File: config.mk
export PLATFORM = sky130hd
export DESIGN_NAME = fetch_queue
export DESIGN_NICKNAME = d
export VERILOG_FILES = /design/src/rtl/fetch_pkg.sv /design/src/rtl/fetch_queue_lead_ones.sv /design/src/rtl/fetch_queue.sv
export SDC_FILE = /design/constraint.sdc
export NUM_CORES = 1
export LEC_CHECK = 0
export BUFFER_PORTS_ARGS = -buffer_cell sky130_fd_sc_hd__buf_2
export CELL_PAD_IN_SITES_DETAIL_PLACEMENT = 1
export CELL_PAD_IN_SITES_GLOBAL_PLACEMENT = 2
export CORE_ASPECT_RATIO = 0.5
export CORE_MARGIN = 4
export CORE_UTILIZATION = 30
export CTS_BUF_LIST = sky130_fd_sc_hd__clkbuf_8
export DETAILED_ROUTE_END_ITERATION = 16
export PLACE_DENSITY = 0.54
export SKIP_CTS_REPAIR_TIMING = 1
export SYNTH_ARGS = -nofsm -noshare
export SYNTH_HDL_FRONTEND = slang
export SYNTH_HIERARCHICAL = 1
export SYNTH_SLANG_ARGS = --single-unit
export TNS_END_PERCENT = 10
File: constraint.sdc
create_clock -name clk -period 7.85 [get_ports clk]
set_clock_uncertainty 0.15 [all_clocks]
set_input_delay 0.785 -clock clk [delete_from_list [all_inputs] [get_ports clk]]
set_output_delay 0.785 -clock clk [all_outputs]
set_load 0.005 [all_outputs]
File: src/rtl/fetch_pkg.sv
// rtl/fetch_pkg.sv - fetch-side types, lane widths and exception helper
// Purpose: shared fetch payload types for the fetch/decode boundary.
// Contents:
//   fetch_data_t     one fetched instruction and its fetch-time fault flags
//   FETCH_PUSH_WIDTH lanes offered per cycle by fetch
//   FETCH_POP_WIDTH  lanes presented per cycle to decode
//   fetch_group_t    a pop-width group of entries plus its valid vector
//   fetch_has_exc()  true when an entry carries any exception or TLB flag
package fetch_pkg;

  localparam int FETCH_PUSH_WIDTH = 2;
  localparam int FETCH_POP_WIDTH  = 2;

  typedef struct packed {
    logic [31:0] pcplus4;
    logic [31:0] instr;
    logic        exception_instr;
    logic        i_tlb_invalid;
    logic        i_tlb_modified;
    logic        i_tlb_refill;
  } fetch_data_t;

  typedef struct packed {
    logic        [FETCH_POP_WIDTH-1:0] valid;
    fetch_data_t [FETCH_POP_WIDTH-1:0] data;
  } fetch_group_t;

  function automatic logic fetch_has_exc(input fetch_data_t e);
    return e.exception_instr | e.i_tlb_invalid | e.i_tlb_modified | e.i_tlb_refill;
  endfunction

endpackage

File: src/rtl/fetch_queue_lead_ones.sv
// rtl/fetch_queue_lead_ones.sv - count of consecutive ones from bit 0 upward
// Purpose: number of leading (from lane 0) set bits of a lane vector.
// Ports:
//   bits  in  W              lane vector, bit 0 is the oldest lane
//   cnt   out clog2(W+1)     number of consecutive ones starting at bit 0
module fetch_queue_lead_ones #(
  parameter int W = 2
) (
  input  logic [W-1:0]           bits,
  output logic [$clog2(W+1)-1:0] cnt
);

  localparam int CW = $clog2(W + 1);

  logic run;

  always_comb begin
    cnt = '0;
    run = 1'b1;
    for (int i = 0; i < W; i++) begin
      run = run & bits[i];
      if (run) cnt = CW'(i + 1);
    end
  end

endmodule

File: src/rtl/fetch_queue.sv
// rtl/fetch_queue.sv - multi-lane fetch-to-decode instruction queue
// Purpose: circular queue of fetch_data_t entries, multi-lane push and pop,
//          with issue lanes cut after the first entry carrying a fault flag.
// Ports:
//   clk         in  1                      clock
//   reset       in  1                      asynchronous reset, active-high
//   flush       in  1                      drop all contents and same-cycle push/pop
//   push_valid  in  PUSH_WIDTH             thermometer lane valids from fetch
//   push_data   in  PUSH_WIDTH entries     lane payloads, lane 0 oldest
//   push_ready  out 1                      room for a full PUSH_WIDTH group
//   pop_valid   out POP_WIDTH              head lanes valid, lane 0 oldest
//   pop_data    out POP_WIDTH entries      head entries
//   pop_count   in  clog2(POP_WIDTH+1)     leading lanes consumed this cycle
//   count       out clog2(DEPTH+1)         current occupancy
module fetch_queue
  import fetch_pkg::*;
#(
  parameter int DEPTH      = 8,
  parameter int PUSH_WIDTH = FETCH_PUSH_WIDTH,
  parameter int POP_WIDTH  = FETCH_POP_WIDTH
) (
  input  logic                               clk,
  input  logic                               reset,
  input  logic                               flush,
  input  logic        [PUSH_WIDTH-1:0]       push_valid,
  input  fetch_data_t [PUSH_WIDTH-1:0]       push_data,
  output logic                               push_ready,
  output logic        [POP_WIDTH-1:0]        pop_valid,
  output fetch_data_t [POP_WIDTH-1:0]        pop_data,
  input  logic        [$clog2(POP_WIDTH+1)-1:0] pop_count,
  output logic        [$clog2(DEPTH+1)-1:0]  count
);

  localparam int PTR_W = $clog2(DEPTH);
  localparam int CNT_W = $clog2(DEPTH + 1);
  localparam int PU_W  = $clog2(PUSH_WIDTH + 1);
  localparam int PO_W  = $clog2(POP_WIDTH + 1);

  fetch_data_t mem [DEPTH];

  logic [PTR_W-1:0] head;
  logic [PTR_W-1:0] tail;

  logic [PU_W-1:0]  push_lead;
  logic [PU_W-1:0]  npush;
  logic [PO_W-1:0]  pop_avail;
  logic [PO_W-1:0]  npop;
  logic             blocked;

  // Ready looks only at current occupancy; a same-cycle pop earns no credit.
  assign push_ready = (count <= CNT_W'(DEPTH - PUSH_WIDTH));

  fetch_queue_lead_ones #(.W(PUSH_WIDTH)) u_push_lead (
    .bits (push_valid),
    .cnt  (push_lead)
  );

  // Only the leading ones of push_valid are taken, so a malformed vector
  // such as 2'b10 pushes nothing.
  assign npush = (push_ready && !flush) ? push_lead : '0;

  // Head lanes: a lane is offered only if it holds data and no older lane
  // in the group carries a fault, so a faulting entry always closes its group.
  always_comb begin
    blocked = 1'b0;
    for (int i = 0; i < POP_WIDTH; i++) begin
      pop_data[i]  = mem[head + PTR_W'(i)];
      pop_valid[i] = (count > CNT_W'(i)) && !blocked;
      if (fetch_has_exc(pop_data[i])) blocked = 1'b1;
    end
  end

  fetch_queue_lead_ones #(.W(POP_WIDTH)) u_pop_lead (
    .bits (pop_valid),
    .cnt  (pop_avail)
  );

  // Over-asking is clamped to what is actually offered.
  assign npop = (pop_count < pop_avail) ? pop_count : pop_avail;

  // Storage is not reset; pointers and count alone define validity.
  always_ff @(posedge clk) begin
    for (int i = 0; i < PUSH_WIDTH; i++) begin
      if (PU_W'(i) < npush) mem[tail + PTR_W'(i)] <= push_data[i];
    end
  end

  always_ff @(posedge clk or posedge reset) begin
    if (reset) begin
      head  <= '0;
      tail  <= '0;
      count <= '0;
    end else if (flush) begin
      head  <= '0;
      tail  <= '0;
      count <= '0;
    end else begin
      head  <= head + PTR_W'(npop);
      tail  <= tail + PTR_W'(npush);
      count <= count + CNT_W'(npush) - CNT_W'(npop);
    end
  end

endmodule

==> results of run 1 <==
## kinds of logic (layout without fill, tap and decap cells)
kind of cell	after synthesis	in the layout
fa+ha+maj	17	17
buf+inv	156	497
mux	951	951
other cells	0	6
xor+xnor	7	7
flops	554	554
simple gates	46	46
compound gates	20	20
## metal layers
metal	wire, um	up-vias	track usage	part of all wire
met4	1840	2	0.0400	0.018
met5	7	-	0	0.000068
met2	52100	338	0.318	0.51
li1	-	7889	-	-
met1	45300	9902	0.243	0.44
met3	3290	145	0.0288	0.032
## worst register-to-register path: cells and delay by family, from the launching register on
| family | cells | cell delay, ns |
|---|---|---|
| buffers and inverters | 3 | 0.83 |
| muxes | 1 | 0.28 |
| AOI/OAI and AO/OA | 3 | 0.48 |
| xor gates and xnor gates | 1 | 0.16 |
| and+or+nand+nor | 4 | 0.59 |
| adders and majority gates | 4 | 1.18 |
| DFF | 1 | 0.80 |
## metrics by stage
stage | hold slack, ns | std cells | worst slack (ns) | power, mW | cell area (um2)
floorplan | 0.458 | 1751 | 0.811 | 6.72 | 31900
global placement | 0.529 | 3348 | 3.08 | 8.39 | 34900
detailed placement | 0.552 | 3348 | 2.97 | 8.39 | 34900
CTS | -0.237 | 3510 | 2.44 | 10.9 | 36500
global route | 0.192 | 3515 | 2.34 | 11.3 | 36500
finish | 0.229 | 3517 | 2.70 | 10.6 | 36500
## final cells by class
cell class | count | area [um2] | share of cell area
clock inverters | 68 | 353 | 0.00966
multi-input cells | 1041 | 14700 | 0.402
clock buffers | 94 | 1290 | 0.0354
well taps | 1419 | 1780 | 0.0486
diodes | 6 | 15.0 | 0.000411
inverters | 15 | 56.3 | 0.00154
repair buffers | 320 | 1770 | 0.0483
flip-flops and latches | 554 | 16600 | 0.454
## state kept, by name (all words and copies together), names as in the netlist
register / count
mem: 544
count: 4
head: 3
tail: 3
## power breakdown
group          internal, mW  total, mW  switching, mW
clock network          1.18       2.47           1.29
logic                  2.48       4.63           2.16
registers              3.38       3.53          0.146
## cell usage in the layout, fill, tap and decap left out, types with 3 or more instances in the layout
master and n:
a21oi_1 3, diode_2 6, mux4_2 270, clkinv_2 6, xor2_1 3, edfxtp_1 544, buf_12 6, ha_1 12
nor2b_1 5, nor2_1 13, inv_1 39, clkbuf_8 94, mux2_2 644, nand2_1 10, mux2_1 26, mux2_4 9
dfrtp_1 7, dfrtp_4 3, clkinv_1 30, xnor2_1 3, fa_1 4, o21ai_4 4, buf_2 285, buf_4 28
## worst min path at each step
stage	start	to	slack (ns)	cells past startpoint
after floorplan	head[0]	head[0]	0.46	2
after global placement	tail[2]	tail[2]	0.53	2
after detailed placement	tail[2]	tail[2]	0.55	2
after CTS	reset	count[3]	-0.24	2
after global routing	flush	count[2]	0.19	2
final	flush	count[2]	0.23	2
==> metrics.csv, run 1 <==
metric;value;unit
vias;18276;
setup_viol;0;
r2r_slack;3.29;ns
path_cells;ha_4 > buf_12 > mux4_2 > mux2_2 > buf_2;
fin_tns_setup;0;ns
cp_max_fo;80;
crit_slowest_cell;ha_4;
antenna_found_initial;18;
grt_first_pass_wirelength;148000;um
slew_viol_final;0;
start_util;0.303;
synthArstFlopShare;0.0181;
ys_ff_latch;554;
root_buffer;clkbuf_8;
outcome;complete, no violations;
drc;0;
synthAdderAreaFrac;0.00762;
rows;84;
synth_xor_area_frac;0.00192;
netlist_area;31900;um2
die_h;238;um
cts-buffers-inserted;93;
timing.final.crit_share;0.657;
crit_path_start;head[0];
wl_per_cell;29.2;um
critPathMaxStageDelay;0.95;ns
ys_types;43;
yosysSeqAreaShare;0.520;
dieArea;112000;um2
r2r-start;head[0];
syn2layout_area_growth;14.6;%
crit_arrival;4.22;ns
drive_above_1_share;0.657;
power.density;291;nW/um2
synth.area.mux_share;0.432;
avgSynthCellArea;18.2;um2
ys_top_cells_by_area;edfxtp_1 51%, mux2_2 23%, mux4_2 19%, buf_2 1.4%, mux2_1 0.92%;
yosysMostFrequentCell;mux2_2;
hold_class;in -> reg;
syn_nets;1911;
grt_usage;0.183;
io_pins;286;
grt-ovfl-total;0;
dieWidth;469;um
synth_compound_area_frac;0.00424;
p_leak;12.0;nW
critPathCapture;pop_data[111];
htreeDepth;3;
period_needed;5.15;ns
cts_tree;done;
hold_violations;0;
start_kind;flop;
synth_enable_flop_cells;544;
relSlewSlack;0.250;
drt_iter0_markers;1012;
worst_pin_slew;1.12;ns
first_pass_iters;5;
gp_congestion;0.692;
cts.sinks;554;
synth_top_area_share;0.513;
cp.depth;5;
critPathBufInv;2;
yosys_warnings;6;
crit_family;adder cells;
via_per_inst;5.20;
core-area;105000;um2
nFillCells;10548;
reg2regPathDepth;16;
synth_top_family_by_area;multiplexers;
rsz0062_at_grt;false;
timing.fmax;194;MHz
grt_pass1_vias;20369;
ir_drop;0.000303;V
nets;2185;
grt_max_degree;123;
yosysTopAreaCell;edfxtp_1;
clk_latency;0.75;ns
end_kind;primary output;
r2r-end;count[2];
netlist_top_cells_count;644 x mux2_2, 544 x edfxtp_1, 270 x mux4_2;
wl;103000;um
max-cap-violations;0;
fin_util;0.347;
critPathRequiredTime;6.91;ns
port-buffer-count;285;
synthSimpleGateAreaFrac;0.00903;
timing_worst_setup_path_type;reg -> out;
clkTransAtPathRegs;0.07;ns
clk_path_buf_depth;3;
postSynthCellCount;1751;
synthFlopType;edfxtp_1;
dpl.hpwl;57200;um
ant_nets;0;
No activity file was read; power rests on OpenSTA's default activity.
==> inputs of run 2 (changes only) <==
--- a/config.mk
+++ b/config.mk
@@ -5,6 +5,7 @@
 export SDC_FILE = /design/constraint.sdc
 export NUM_CORES = 1
 export LEC_CHECK = 0
+export ABC_AREA = 1
 export BUFFER_PORTS_ARGS = -buffer_cell sky130_fd_sc_hd__buf_2
 export CELL_PAD_IN_SITES_DETAIL_PLACEMENT = 1
 export CELL_PAD_IN_SITES_GLOBAL_PLACEMENT = 2
@@ -13,7 +14,7 @@
 export CORE_UTILIZATION = 30
 export CTS_BUF_LIST = sky130_fd_sc_hd__clkbuf_8
 export DETAILED_ROUTE_END_ITERATION = 16
-export PLACE_DENSITY = 0.54
+export PLACE_DENSITY = 0.66
 export SKIP_CTS_REPAIR_TIMING = 1
 export SYNTH_ARGS = -nofsm -noshare
 export SYNTH_HDL_FRONTEND = slang
==> constraint.sdc (replaced) <==
create_clock -name clk -period 5 [get_ports clk]
set_clock_uncertainty 0.15 [all_clocks]
set_input_delay 0.5 -clock clk [delete_from_list [all_inputs] [get_ports clk]]
set_output_delay 0.5 -clock clk [all_outputs]
set_load 0.005 [all_outputs]
==> run 2 against run 1 <==
Compared with the run above: critical path depth grew 2; combinational power grew 95%; wire length grew 24%; global-route usage grew 3.1 points; sequential cell count is the same; worst setup slack lost 2.2 ns; critical endpoint is now pop_data[102]; first-iteration DRC count grew 80%; hold slack lost 0.20 ns; clock-buffer cell count grew 1; sequential power grew 54%; clock power grew 56%; via count grew 66%.
==> metrics.csv, run 2 <==
metric;value;unit
stdcell_count;5804;
worst_pin_slew;1.11;ns
ys_ff_latch;554;
synth_top_area_share;0.494;
antenna_found_initial;3;
period_needed;4.53;ns
regMostFlops;mem;
synth_top_family_by_area;compound AO/OA/AOI/OAI gates;
first_pass_iters;6;
cts_tree;done;
cp_max_fo;221;
hold_path.startpoint;push_data[106];
critPathRequiredTime;4.35;ns
synthFlopType;edfxtp_1;
final_cell_mix;1168 x o21ai_0, 852 x nand2_1, 544 x edfxtp_1;
root_buffer;clkbuf_8;
drive_above_1_share;0.109;
netlist_area;33100;um2
start_kind;flop;
clkTransAtPathRegs;0.07;ns
wl;127000;um
p_leak;15.3;nW
whs_endpoint;mem[2][38];
hold_violations;0;
io_pins;286;
gp_congestion;0.742;
port-buffer-count;285;
ant_nets;0;
cts-buffers-inserted;95;
dp.cells;5541;
synthArstFlopShare;0.0181;
r2r-end;mem[4][28];
largest_registers;mem: 544 flops, count: 4 flops;
power.density;486;nW/um2
wl_per_cell;22.0;um
via_per_inst;5.23;
netlist_top_cells_count;1168 x o21ai_0, 868 x nand2_1, 544 x edfxtp_1;
yosysSeqAreaShare;0.501;
reg2regPathDepth;9;
synthSimpleGateAreaFrac;0.136;
r2r_slack;0.85;ns
synth_compound_area_frac;0.255;
end_kind;primary output;
htreeDepth;3;
largest_reg_flops;544;
placed_cell_area;35200;um2
crit_arrival;3.88;ns
timing.final.crit_share;0.905;
start_util;0.305;
vias;30382;
ys_top_cells_by_area;edfxtp_1 49%, o21ai_0 18%, nand2_1 9.8%, a21oi_1 4.2%, inv_1 3.6%;
grt_first_pass_wirelength;192000;um
syn_nets;4322;
yosys_warnings;6;
drt_iter0_markers;1819;
yosysMostFrequentCell;o21ai_0;
fin_util;0.348;
clk_latency;0.76;ns
synth_xor_area_frac;0.00129;
grt_pass1_vias;31264;
avgSynthCellArea;7.95;um2
grt_usage;0.215;
syn2layout_area_growth;13.9;%
ir_drop;0.000386;V
timing_worst_setup_path_type;reg -> out;
drc;0;
ys_types;31;
rows;85;
yosysTopAreaCell;edfxtp_1;
relSlewSlack;0.262;
max-cap-violations;0;
grt_max_degree;222;
postSynthCellCount;4162;
r2r-start;tail[0];
clk_path_buf_depth;3;
synth.area.mux_share;0;
nets;4452;
final_common_cell;o21ai_0;
setup_viol;0;
dpl.hpwl;73500;um
outcome;complete, no violations;
fin_tns_setup;0;ns
rsz0062_at_grt;false;
dieWidth;478;um
timing.fmax;221;MHz
synthAdderAreaFrac;0.00733;
hold_class;in -> reg;
design_area;37700;um2
cts.sinks;554;
die_h;243;um
dieArea;116000;um2
grt-ovfl-total;0;
synth_enable_flop_cells;544;
hold_depth;3;
slew_viol_final;0;
core-area;108000;um2
run 2: changes by cell type in the layout (fill, tap and decap cells not counted), sizes merged, moves of 4 or more:
cell and delta:
a21oi +272, o21ai +1395, o21a +4, nand2 +858, nor2b -5, buf +26, nand3 +20, nand4 +6
nor2 +270, mux4 -270, dlygate4sd3 +88, inv +316, mux2 -679
run 2: logic make-up (layout without fill, tap and decap cells):
kind of cell / count (synthesis) / in the layout
simple gates: 1183 / 1183
fa+ha+maj: 17 / 17
compound gates: 1683 / 1683
flops: 554 / 554
other cells: 0 / 3
xor+xnor: 4 / 4
buf+inv: 721 / 925
run 2: stage by stage:
step | power [mW] | hold slack [ns] | setup slack, ns
after detailed placement | 14.7 | 0.394 | 0.983
after CTS | 18.6 | -0.481 | 0.116
after floorplan | 11.2 | 0.190 | 1.34
final | 18.3 | 0.0250 | 0.475
after global placement | 14.5 | 0.372 | 0.939
after global routing | 19.9 | -0.00371 | 0.154
run 2: worst max-delay path: stages (launching register included):
cell,delay [ns]
dfrtp_4,0.58
buf_4,0.66
buf_12,0.61
o21ai_0,0.24
o21ai_1,0.18
inv_1,0.05
o21ai_1,0.24
buf_2,0.18
run 2: worst max path at each step:
stage                  from       endpoint  slack (ns)  cells past startpoint
floorplan           head[0]       count[2]        1.34                     24
global placement    head[1]       count[2]        0.94                     18
detailed placement  head[1]   pop_data[75]        0.98                      8
CTS                 head[1]   pop_data[75]        0.12                      8
global route        head[1]  pop_data[108]        0.15                      9
finish              head[0]  pop_data[102]        0.47                      7
run 2: layout make-up:
class                           count  area (um2)
Inverter                          320        1220
Clock buffer                       95        1310
Timing Repair Buffer              434        3060
Tap cell                         1435        1800
Fill cell                       13044       70800
Multi-Input combinational cell   2887       13400
Antenna cell                        3        7.51
Sequential cell                   554       16600
Clock inverter                     76         334
run 2: power breakdown:
part           internal, mW  switching (mW)
combinational          2.98            6.05
clock                  1.81            2.05
sequential             5.32           0.129
run 2: layer usage:
layer  GRT usage  share of wire  wire (um)
met5           0              0          0
met4      0.0511          0.019       2430
met3      0.0284          0.032       4070
met2       0.378           0.50      63400
met1       0.279           0.45      57600
